**config.mk**
```make
export PLATFORM = sky130hd
export DESIGN_NAME = bet_entry
export DESIGN_NICKNAME = d
export VERILOG_FILES = /design/src/rtl/bet_entry.sv
export SDC_FILE = /design/constraint.sdc
export NUM_CORES = 1
export LEC_CHECK = 0
export ABC_CLOCK_PERIOD_IN_PS = 6900
export BUFFER_PORTS_ARGS = -buffer_cell sky130_fd_sc_hd__buf_2
export CAP_MARGIN = 20
export CORE_AREA = 2 2 113 115
export CTS_BUF_LIST = sky130_fd_sc_hd__clkbuf_4 sky130_fd_sc_hd__clkbuf_8 sky130_fd_sc_hd__clkbuf_16
export CTS_CLUSTER_DIAMETER = 120
export DETAILED_ROUTE_END_ITERATION = 12
export DIE_AREA = 0 0 115 117
export PLACE_DENSITY = 0.76
export SETUP_SLACK_MARGIN = 0.3
export SKIP_LAST_GASP = 1
export SYNTH_ARGS = -nofsm -noshare
export SYNTH_HDL_FRONTEND = slang
export SYNTH_SLANG_ARGS = --single-unit
```
**constraint.sdc**
```tcl
create_clock -name Clk -period 6.9 [get_ports Clk]
set_input_delay 0 -clock Clk [delete_from_list [all_inputs] [get_ports Clk]]
set_output_delay 0 -clock Clk [all_outputs]
set_load 0.05 [all_outputs]
```
**src/rtl/bet_entry.sv**
```systemverilog
// bet_entry: keycodes -> 11-bit bet with backspace/escape/stack+min validation; BET_ENTRY_CLAMP_EN clamps over-stack digits to all-in.
// Outputs update at the key's sampling edge. A committed bet is held on bet_valid until bet_ack, and keys are ignored meanwhile.
module bet_entry (
  input  logic        Clk,
  input  logic        Reset_n,
  input  logic        enable,
  input  logic [7:0]  keycode,
  input  logic [10:0] stack,
  input  logic [10:0] min_bet,
  input  logic        bet_ack,
  output logic [10:0] bet_value,
  output logic [15:0] bet_digits,
  output logic [2:0]  digit_count,
  output logic        bet_valid,
  output logic        bet_error,
  output logic        entry_active
);
  typedef enum logic [1:0] {S_IDLE, S_ENTRY, S_SUBMIT, S_CONV} state_t;

  localparam logic [7:0] KC_ONE   = 8'h1E;
  localparam logic [7:0] KC_ZERO  = 8'h27;
  localparam logic [7:0] KC_ENTER = 8'h28;
  localparam logic [7:0] KC_ESC   = 8'h29;
  localparam logic [7:0] KC_BKSP  = 8'h2A;

  state_t           state_q, state_d;
  logic [10:0]      value_q, value_d;
  logic [15:0]      digits_q, digits_d;
  logic [2:0]       count_q, count_d;
  logic [3:0][10:0] hist_q, hist_d;
  logic [7:0]       prev_key_q, prev_key_d;
  logic             valid_q, valid_d, error_q, error_d, active_q, active_d;
  logic             do_clear;

  logic        key_evt, is_digit;
  logic [3:0]  key_digit;
  logic [14:0] value_ext, cand;

`ifdef BET_ENTRY_CLAMP_EN
  logic [10:0] conv_bin_q, conv_bin_d;
  logic [15:0] conv_bcd_q, conv_bcd_d, conv_adj;
  logic [3:0]  conv_cnt_q, conv_cnt_d;

  function automatic logic [2:0] bcd_len(input logic [15:0] b);
    if (b[15:12] != 4'd0)     return 3'd4;
    else if (b[11:8] != 4'd0) return 3'd3;
    else if (b[7:4] != 4'd0)  return 3'd2;
    else if (b[3:0] != 4'd0)  return 3'd1;
    else                      return 3'd0;
  endfunction
`endif

  assign key_evt   = (keycode != 8'd0) && (keycode != prev_key_q);
  assign is_digit  = (keycode >= KC_ONE) && (keycode <= KC_ZERO);
  assign key_digit = (keycode == KC_ZERO) ? 4'd0 : 4'(keycode - 8'h1D);
  assign value_ext = {4'd0, value_q};
  assign cand      = (value_ext << 3) + (value_ext << 1) + {11'd0, key_digit};

  always_comb begin
    state_d    = state_q;
    value_d    = value_q;
    digits_d   = digits_q;
    count_d    = count_q;
    hist_d     = hist_q;
    prev_key_d = keycode;
    valid_d    = valid_q;
    error_d    = 1'b0;
    active_d   = active_q;
    do_clear   = 1'b0;
`ifdef BET_ENTRY_CLAMP_EN
    conv_bin_d = conv_bin_q;
    conv_bcd_d = conv_bcd_q;
    conv_cnt_d = conv_cnt_q;
    conv_adj   = conv_bcd_q;
    for (int i = 0; i < 4; i++)
      if (conv_bcd_q[4*i +: 4] >= 4'd5) conv_adj[4*i +: 4] = conv_bcd_q[4*i +: 4] + 4'd3;
`endif
    case (state_q)
      S_IDLE: begin
        if (enable) begin
          state_d  = S_ENTRY;
          active_d = 1'b1;
        end
      end
      S_ENTRY: begin
        if (!enable) begin
          do_clear = 1'b1;
          state_d  = S_IDLE;
          active_d = 1'b0;
        end else if (key_evt) begin
          if (is_digit) begin
            if (count_q < 3'd4 && !(key_digit == 4'd0 && count_q == 3'd0)) begin
              if (cand <= {4'd0, stack}) begin
                value_d  = cand[10:0];
                digits_d = {digits_q[11:0], key_digit};
                count_d  = count_q + 3'd1;
                hist_d   = {hist_q[2:0], value_q};
              end
`ifdef BET_ENTRY_CLAMP_EN
              else begin
                // All-in: digits are rebuilt from stack by the serial converter.
                value_d    = stack;
                hist_d     = {hist_q[2:0], value_q};
                conv_bin_d = stack;
                conv_bcd_d = '0;
                conv_cnt_d = 4'd11;
                state_d    = S_CONV;
              end
`endif
            end
          end else if (keycode == KC_BKSP) begin
            if (count_q != 3'd0) begin
              value_d  = hist_q[0];
              hist_d   = {11'd0, hist_q[3:1]};
              digits_d = {4'd0, digits_q[15:4]};
              count_d  = count_q - 3'd1;
            end
          end else if (keycode == KC_ESC) begin
            do_clear = 1'b1;
          end else if (keycode == KC_ENTER) begin
            if (count_q != 3'd0 && (value_q >= min_bet || value_q == stack)) begin
              state_d  = S_SUBMIT;
              valid_d  = 1'b1;
              active_d = 1'b0;
            end else begin
              error_d = 1'b1;
            end
          end
        end
      end
`ifdef BET_ENTRY_CLAMP_EN
      S_CONV: begin
        if (!enable) begin
          do_clear = 1'b1;
          state_d  = S_IDLE;
          active_d = 1'b0;
        end else begin
          conv_bcd_d = {conv_adj[14:0], conv_bin_q[10]};
          conv_bin_d = {conv_bin_q[9:0], 1'b0};
          conv_cnt_d = conv_cnt_q - 4'd1;
          if (conv_cnt_q == 4'd1) begin
            digits_d = {conv_adj[14:0], conv_bin_q[10]};
            count_d  = bcd_len({conv_adj[14:0], conv_bin_q[10]});
            state_d  = S_ENTRY;
          end
        end
      end
`endif
      S_SUBMIT: begin
        if (bet_ack) begin
          do_clear = 1'b1;
          valid_d  = 1'b0;
          state_d  = S_IDLE;
        end
      end
      default: state_d = S_IDLE;
    endcase
    if (do_clear) begin
      value_d  = '0;
      digits_d = '0;
      count_d  = '0;
      hist_d   = '0;
    end
  end

  always_ff @(posedge Clk) begin
    if (!Reset_n) begin
      state_q    <= S_IDLE;
      value_q    <= '0;
      digits_q   <= '0;
      count_q    <= '0;
      hist_q     <= '0;
      prev_key_q <= '0;
      valid_q    <= 1'b0;
      error_q    <= 1'b0;
      active_q   <= 1'b0;
`ifdef BET_ENTRY_CLAMP_EN
      conv_bin_q <= '0;
      conv_bcd_q <= '0;
      conv_cnt_q <= '0;
`endif
    end else begin
      state_q    <= state_d;
      value_q    <= value_d;
      digits_q   <= digits_d;
      count_q    <= count_d;
      hist_q     <= hist_d;
      prev_key_q <= prev_key_d;
      valid_q    <= valid_d;
      error_q    <= error_d;
      active_q   <= active_d;
`ifdef BET_ENTRY_CLAMP_EN
      conv_bin_q <= conv_bin_d;
      conv_bcd_q <= conv_bcd_d;
      conv_cnt_q <= conv_cnt_d;
`endif
    end
  end

  assign bet_value    = value_q;
  assign bet_digits   = digits_q;  // [15:12] is the most significant digit
  assign digit_count  = count_q;
  assign bet_valid    = valid_q;
  assign bet_error    = error_q;
  assign entry_active = active_q;
endmodule

```
## After elaboration in Yosys (flattened, before gate mapping)

Index checks and enable logic that the tools add are counted.

| storage, ports and cells | value |
|---|---|
| flip-flop bits (word level) | 87 |
| bits in latches | 0 |
| memory bits (writable) | 0 |
| bits in read-only memories | 0 |
| input port bits | 34 |
| output and inout port bits | 33 |
| word-level logic and storage cells | 131 |
| memories kept | 0 |

| cells by class | value |
|---|---|
| add/subtract/negate cells | 5 |
| multipliers | 0 |
| div/mod/pow operators | 0 |
| $lt $le $gt $ge | 5 |
| equality and inequality tests | 25 |
| shift operators | 0 |
| muxes and demuxes | 57 |
| bitwise operators | 5 |
| reductions and logical operators | 22 |

Operators with widths:

| kind | count |
|---|---|
| 44-bit two-way mux | 5 |
| 16-bit two-way mux | 5 |
| 11-bit two-way mux | 5 |
| 8-bit by 6-bit == test with 1-bit output, second input constant | 4 |
| 1-bit two-way mux | 23 |
| 2-bit two-way mux | 9 |
| 2-bit != test, second input constant | 9 |
| 3-bit != test, second input constant | 6 |
| 8-bit AND reduction | 2 |
| 14-bit by 12-bit adder with 15-bit output | 1 |
| 15-bit by 4-bit adder with 15-bit output | 1 |
| 15-bit by 11-bit less-or-equal comparator with 1-bit output | 1 |
| 3-bit two-way mux | 5 |
| 11-bit == test | 1 |
| 11-bit greater-or-equal comparator | 1 |
| 9-bit AND reduction | 1 |
| 8-bit by 5-bit greater-or-equal comparator with 1-bit output, second input constant | 1 |
| 8-bit by 6-bit less-or-equal comparator with 1-bit output, second input constant | 1 |
| 8-bit != test | 1 |
| 2-bit nonzero test | 4 |
| 8-bit nonzero test | 1 |
| 8-bit OR reduction | 1 |
| 7-bit AND reduction | 1 |
| 1-bit one-hot mux with 2 select lines | 3 |
| other kinds (18) | 27 |

## Longest topological paths before layout

| logic depth | value |
|---|---|
| word-level depth | 11 |
| mapped depth | 23 |
| mapped depth without buffers | 21 |

## Worst setup path before layout

OpenSTA, ideal clock, no wires.

| timing | value |
|---|---|
| kind | reg2reg |
| start point | register value_q[0] (netlist: bet_value[0]) |
| end point | register value_q[1] (netlist: bet_value[1]) |
| library setup time | 0.072 ns |
| data arrival time | 4.144 ns |
| required time | 6.828 ns |
| slack | 2.685 ns |
| cell stages (with the launch flop) | 19 |
| path buffers | 2 |
| clock period less this slack | 4.215 ns |
| cell sequence | dfxtp_1 > inv_1 > fa_1 > inv_1 > ha_1 > a21o_1 > a2111oi_4 > a21oi_2 > xor2_1 > ha_1 > nand4_1 > nor2_1 > o2bb2ai_1 > o31a_1 > nor2_1 > a41oi_1 > buf_4 > buf_6 > mux2i_1 |

| on the way | value |
|---|---|
| cells in the longest elaborated chain, start to end | 5 |
| elaborated cells between the ends (all ways) | 8 |
| those cells by class | add/sub (2); order compare (1); eq/ne (1); mux (3); reduce/logical (1) |

Ends and longest elaborated chain:

| element | line | RTL |
|---|---|---|
| from (decl) | 27 | `logic [10:0] value_q, value_d;` |
| from (signal assigned) | 184 | `value_q <= value_d;` |
| 14-bit by 12-bit adder with 15-bit output * | 57 | `assign cand = (value_ext << 3) + (value_ext << 1) + {11'd0, key_digit};` |
| 15-bit by 4-bit adder with 15-bit output * | 57 |  |
| 15-bit by 11-bit less-or-equal comparator with 1-bit output / 11-bit two-way mux (equally long branches) | 93 | `if (cand <= {4'd0, stack}) begin` |
| 2-bit by 1-bit != test with 1-bit output (no source line) / 11-bit two-way mux (equally long branches) | - |  |
| 7-bit AND reduction (no source line) / 11-bit two-way mux (equally long branches) | - |  |

Every way passes the cells marked *; elsewhere a longest branch is shown, timed or not. The select of a mux whose other input is x is not followed.
A chain may end at the register's enable or synchronous reset.

## Worst setup path in the final report

| timing | value |
|---|---|
| start point | input port keycode[3] |
| end point | register digits_q[1] (netlist: bet_digits[1]) |

| on the way | value |
|---|---|
| cells in the longest elaborated chain, start to end | 8 |
| elaborated cells between the ends (all ways) | 32 |
| those cells by class | add/sub (2); order compare (3); eq/ne (6); mux (10); reduce/logical (11) |

Ends and longest elaborated chain:

| element | line | RTL |
|---|---|---|
| from (decl) | 7 | `input logic [7:0] keycode,` |
| branches (longest 8 deep; another with 15-bit by 4-bit adder with 15-bit output) | - |  |
| to (signal assigned) | 185 | `digits_q <= digits_d;` |
| to (decl) | 28 | `logic [15:0] digits_q, digits_d;` |

Several ways; the timed one is not identified. The select of a mux whose other input is x is not followed.

==> metrics <==
run status finished clean; Port Buf Inserts 66; Netlist cell types between 60 and 70; RSZ-0062 raised after global routing false; DRT iter0 DRCs 479; initial antenna violation count 0; vias in the first global route 4574; met1 Resource Use GR 0.265; wire length per cell 13.1 µm; # nets final 904; worst reg-to-reg setup slack 2.26 ns; gr ovfl total 0; Mapped Area around 0.006 mm²; critical path required time roughly 7 ns; vias post-DR just over 5000; Flop pwr share 0.432; type of the worst setup path input pin to register; Layout Skew slightly below 0.009 ns; most frequent cells after synthesis nand2_1 (276), dfxtp_1 (87), mux2i_1 (76), ha_1 (51), inv_1 (40); Comb pwr share 0.122; Clock Tree Root clkbuf_16; Die ar. around 0.013 mm²; min Tclk post-route 5.15 ns; r2r endpoint bet_digits[1]$_SDFFE_PP0P_; pins over their slew limit 0; DRC Markers 0; Worst Slack Setup Final 1.75 ns; first-pass GRT wire length ~21 mm; Yosys Warn Count 0; syn avg cell area just under 8 µm²; Die Height roughly 120 µm; Total GRT Usage 0.194; Pint 0.883 mW; placed instance count about 950; CTS Buf Count 9; prevailing post-synth register cell dfxtp_1; Setup Slack @ Placement 2.03 ns; IO Count 67; max-cap viol count 0; f_max 194 MHz; clock slew at reported path FFs around 0.06 ns; initial cell density of the core 0.483; CP endpoint kind register; Hold WS approximately 0.0065 ns; cell count after synthesis ~770; hold buffers post-CTS 7; number of synthesized flops with an enable pin 0; crit share post-route 0.747; TNS Setup 0 ns; die width 115 µm; Worst setup SP type input pin; Top Usage Layer GRT met2; Final Hold Vio Count 0; Worst Max-Slew Pin Slew ~0.90 ns; critical path capture point bet_digits[1]$_SDFFE_PP0P_; diode count 0; syn_nets about 860; area delta synth->final 13.5%; Synth Register Bits 87; largest cells by area after synthesis dfxtp_1 (29%), nand2_1 (17%), mux2i_1 (13%); num rows 41; Seq/Total Area, Yosys 0.293; H-tree Lvls 3; vias per cell between 5 and 6; Core Area about 0.012 mm²; gpl congestion 0.910; remaining antenna violation count 0; Worst-Skew Late Latency approximately 0.34 ns; Total Routed Length about 13 mm; Static Leak approximately 3.5 nW; CP startpoint keycode[3]; largest net degree at the start of global routing 101; sw frac 0.253; Sw Pwr 0.299 mW; most frequent cell after synthesis nand2_1; critical path peak fanout 73; Async SR Flop Fraction 0; Arr. time, crit path about 5.4 ns; VDD IR max between 0.1 and 0.15 mV; R2R cell count 17; grt met3 use 0.0386; CTS tree built; min-delay worst type input pin to register; Final Instance Count excl. Fillers slightly below 1000; Setup Fix Bufs, Post-CTS 0; fraction of layout cells with a size suffix above 1 0.123; Reg2Reg Launch Point bet_value[0]$_SDFFE_PP0P_; DRT Pass-1 Iters 4; worst-case clock buffer depth 2; PwrDens roughly 170 mW/mm²; area share of the largest cell type after synthesis 0.293; M2 GR Usage 0.310; CTS sink cnt 87; hpwl dp ~8.7 mm; final setup fails 0; largest area contributor in the netlist dfxtp_1; Clock Power Share 0.446; post-cts gate resize count 0; max_slew headroom 0.403
-- sequential cells by signal, summed over array words and instances (netlist names) --
register      flops
entry_active      1
bet_error         1
bet_valid         1
state_q           2
prev_key_q        8
digit_count       3
bet_value        11
bet_digits       16
hist_q           44
-- metal layers --
| layer | up-vias | wire (µm) |
|---|---|---|
| met2 | 95 | 5790 |
| met5 | - | 0 |
| met3 | 14 | 575 |
| li1 | 2659 | - |
| met1 | 2302 | 6170 |
| met4 | 0 | 182 |
-- placed cells by master, fill, tap and decap left out, types with 4 or more instances in the layout --
master / instances
a21o_1: 8
xnor2_1: 13
o211ai_1: 4
and2_1: 12
nand3_1: 20
nand2b_1: 10
xor2_1: 16
buf_2: 66
dfxtp_1: 87
o21ai_0: 12
nand2_1: 276
inv_1: 39
mux2i_1: 76
a31oi_1: 6
nor3_1: 7
clkbuf_16: 9
dlygate4sd3_1: 7
nor2_1: 13
a21oi_1: 11
ha_1: 51
nand4_1: 7
nor2b_1: 4
-- final cells by class --
type | instances | area (µm²)
Clock buffer | 11 | 240
Clock inverter | 5 | 81.3
Fill cell | 1144 | 5560
Inverter | 40 | 150
Multi-Input combinational cell | 600 | 3890
Sequential cell | 87 | 1740
Tap cell | 150 | 188
Timing Repair Buffer | 78 | 463
-- cells by family (layout without fill, tap and decap cells) --
family / count (synthesis) / in the layout / share of synthesized area
simple gates: 369 / 369 / 0.268
flops: 87 / 87 / 0.293
buf+inv: 81 / 134 / 0.0616
xor+xnor: 29 / 29 / 0.0427
mux: 79 / 79 / 0.134
compound gates: 69 / 69 / 0.0843
fa+ha+maj: 54 / 54 / 0.117
-- how the worst min path moves through the flow --
stage	start	to	slack, ns	cells after the start
after floorplan	keycode[4]	prev_key_q[4]$_SDFF_PN0_	0.12	1
after global placement	keycode[6]	prev_key_q[6]$_SDFF_PN0_	0.26	2
after detailed placement	keycode[7]	prev_key_q[7]$_SDFF_PN0_	0.27	2
after CTS	Reset_n	state_q[0]$_SDFFE_PN0P_	0.0009	3
after global routing	Reset_n	state_q[1]$_SDFFE_PN0P_	0.04	2
final	Reset_n	state_q[0]$_SDFFE_PN0P_	0.007	3
-- worst max-delay path: stages --
cell and delay (ns):
dlygate4sd3_1 0.53, buf_2 0.17, nor3b_1 0.40, and4_1 0.37, nand2b_1 0.18, fa_1 0.47
fa_1 0.47, nor2b_1 0.17, o211ai_1 0.12, a21o_1 0.23, a21boi_0 0.25, nor2_1 0.09
ha_1 0.31, nand4_1 0.11, nor2_1 0.17, o2bb2ai_1 0.14, o31a_1 0.17, nor2_1 0.08
a41oi_4 0.24, buf_12 0.40, mux2i_1 0.27
-- metrics by stage --
stage / util / instance area (µm²) / power (mW)
finish: 0.548 / 6750 / 1.18
global route: 0.548 / 6750 / 1.23
floorplan: - / 5950 / 0.622
global placement: 0.515 / 6340 / 0.656
CTS: 0.547 / 6730 / 1.19
detailed placement: 0.515 / 6340 / 0.658
-- power groups by stage --
| stage | clock, mW | combinational [mW] | sequential, mW |
|---|---|---|---|
| final | 0.527 | 0.144 | 0.510 |
| after global routing | 0.555 | 0.162 | 0.511 |
| after CTS | 0.538 | 0.140 | 0.510 |
| after detailed placement | 0 | 0.136 | 0.522 |
| after global placement | 0 | 0.135 | 0.521 |
| after floorplan | 0 | 0.0965 | 0.526 |
(Power assumes the default switching activity.)
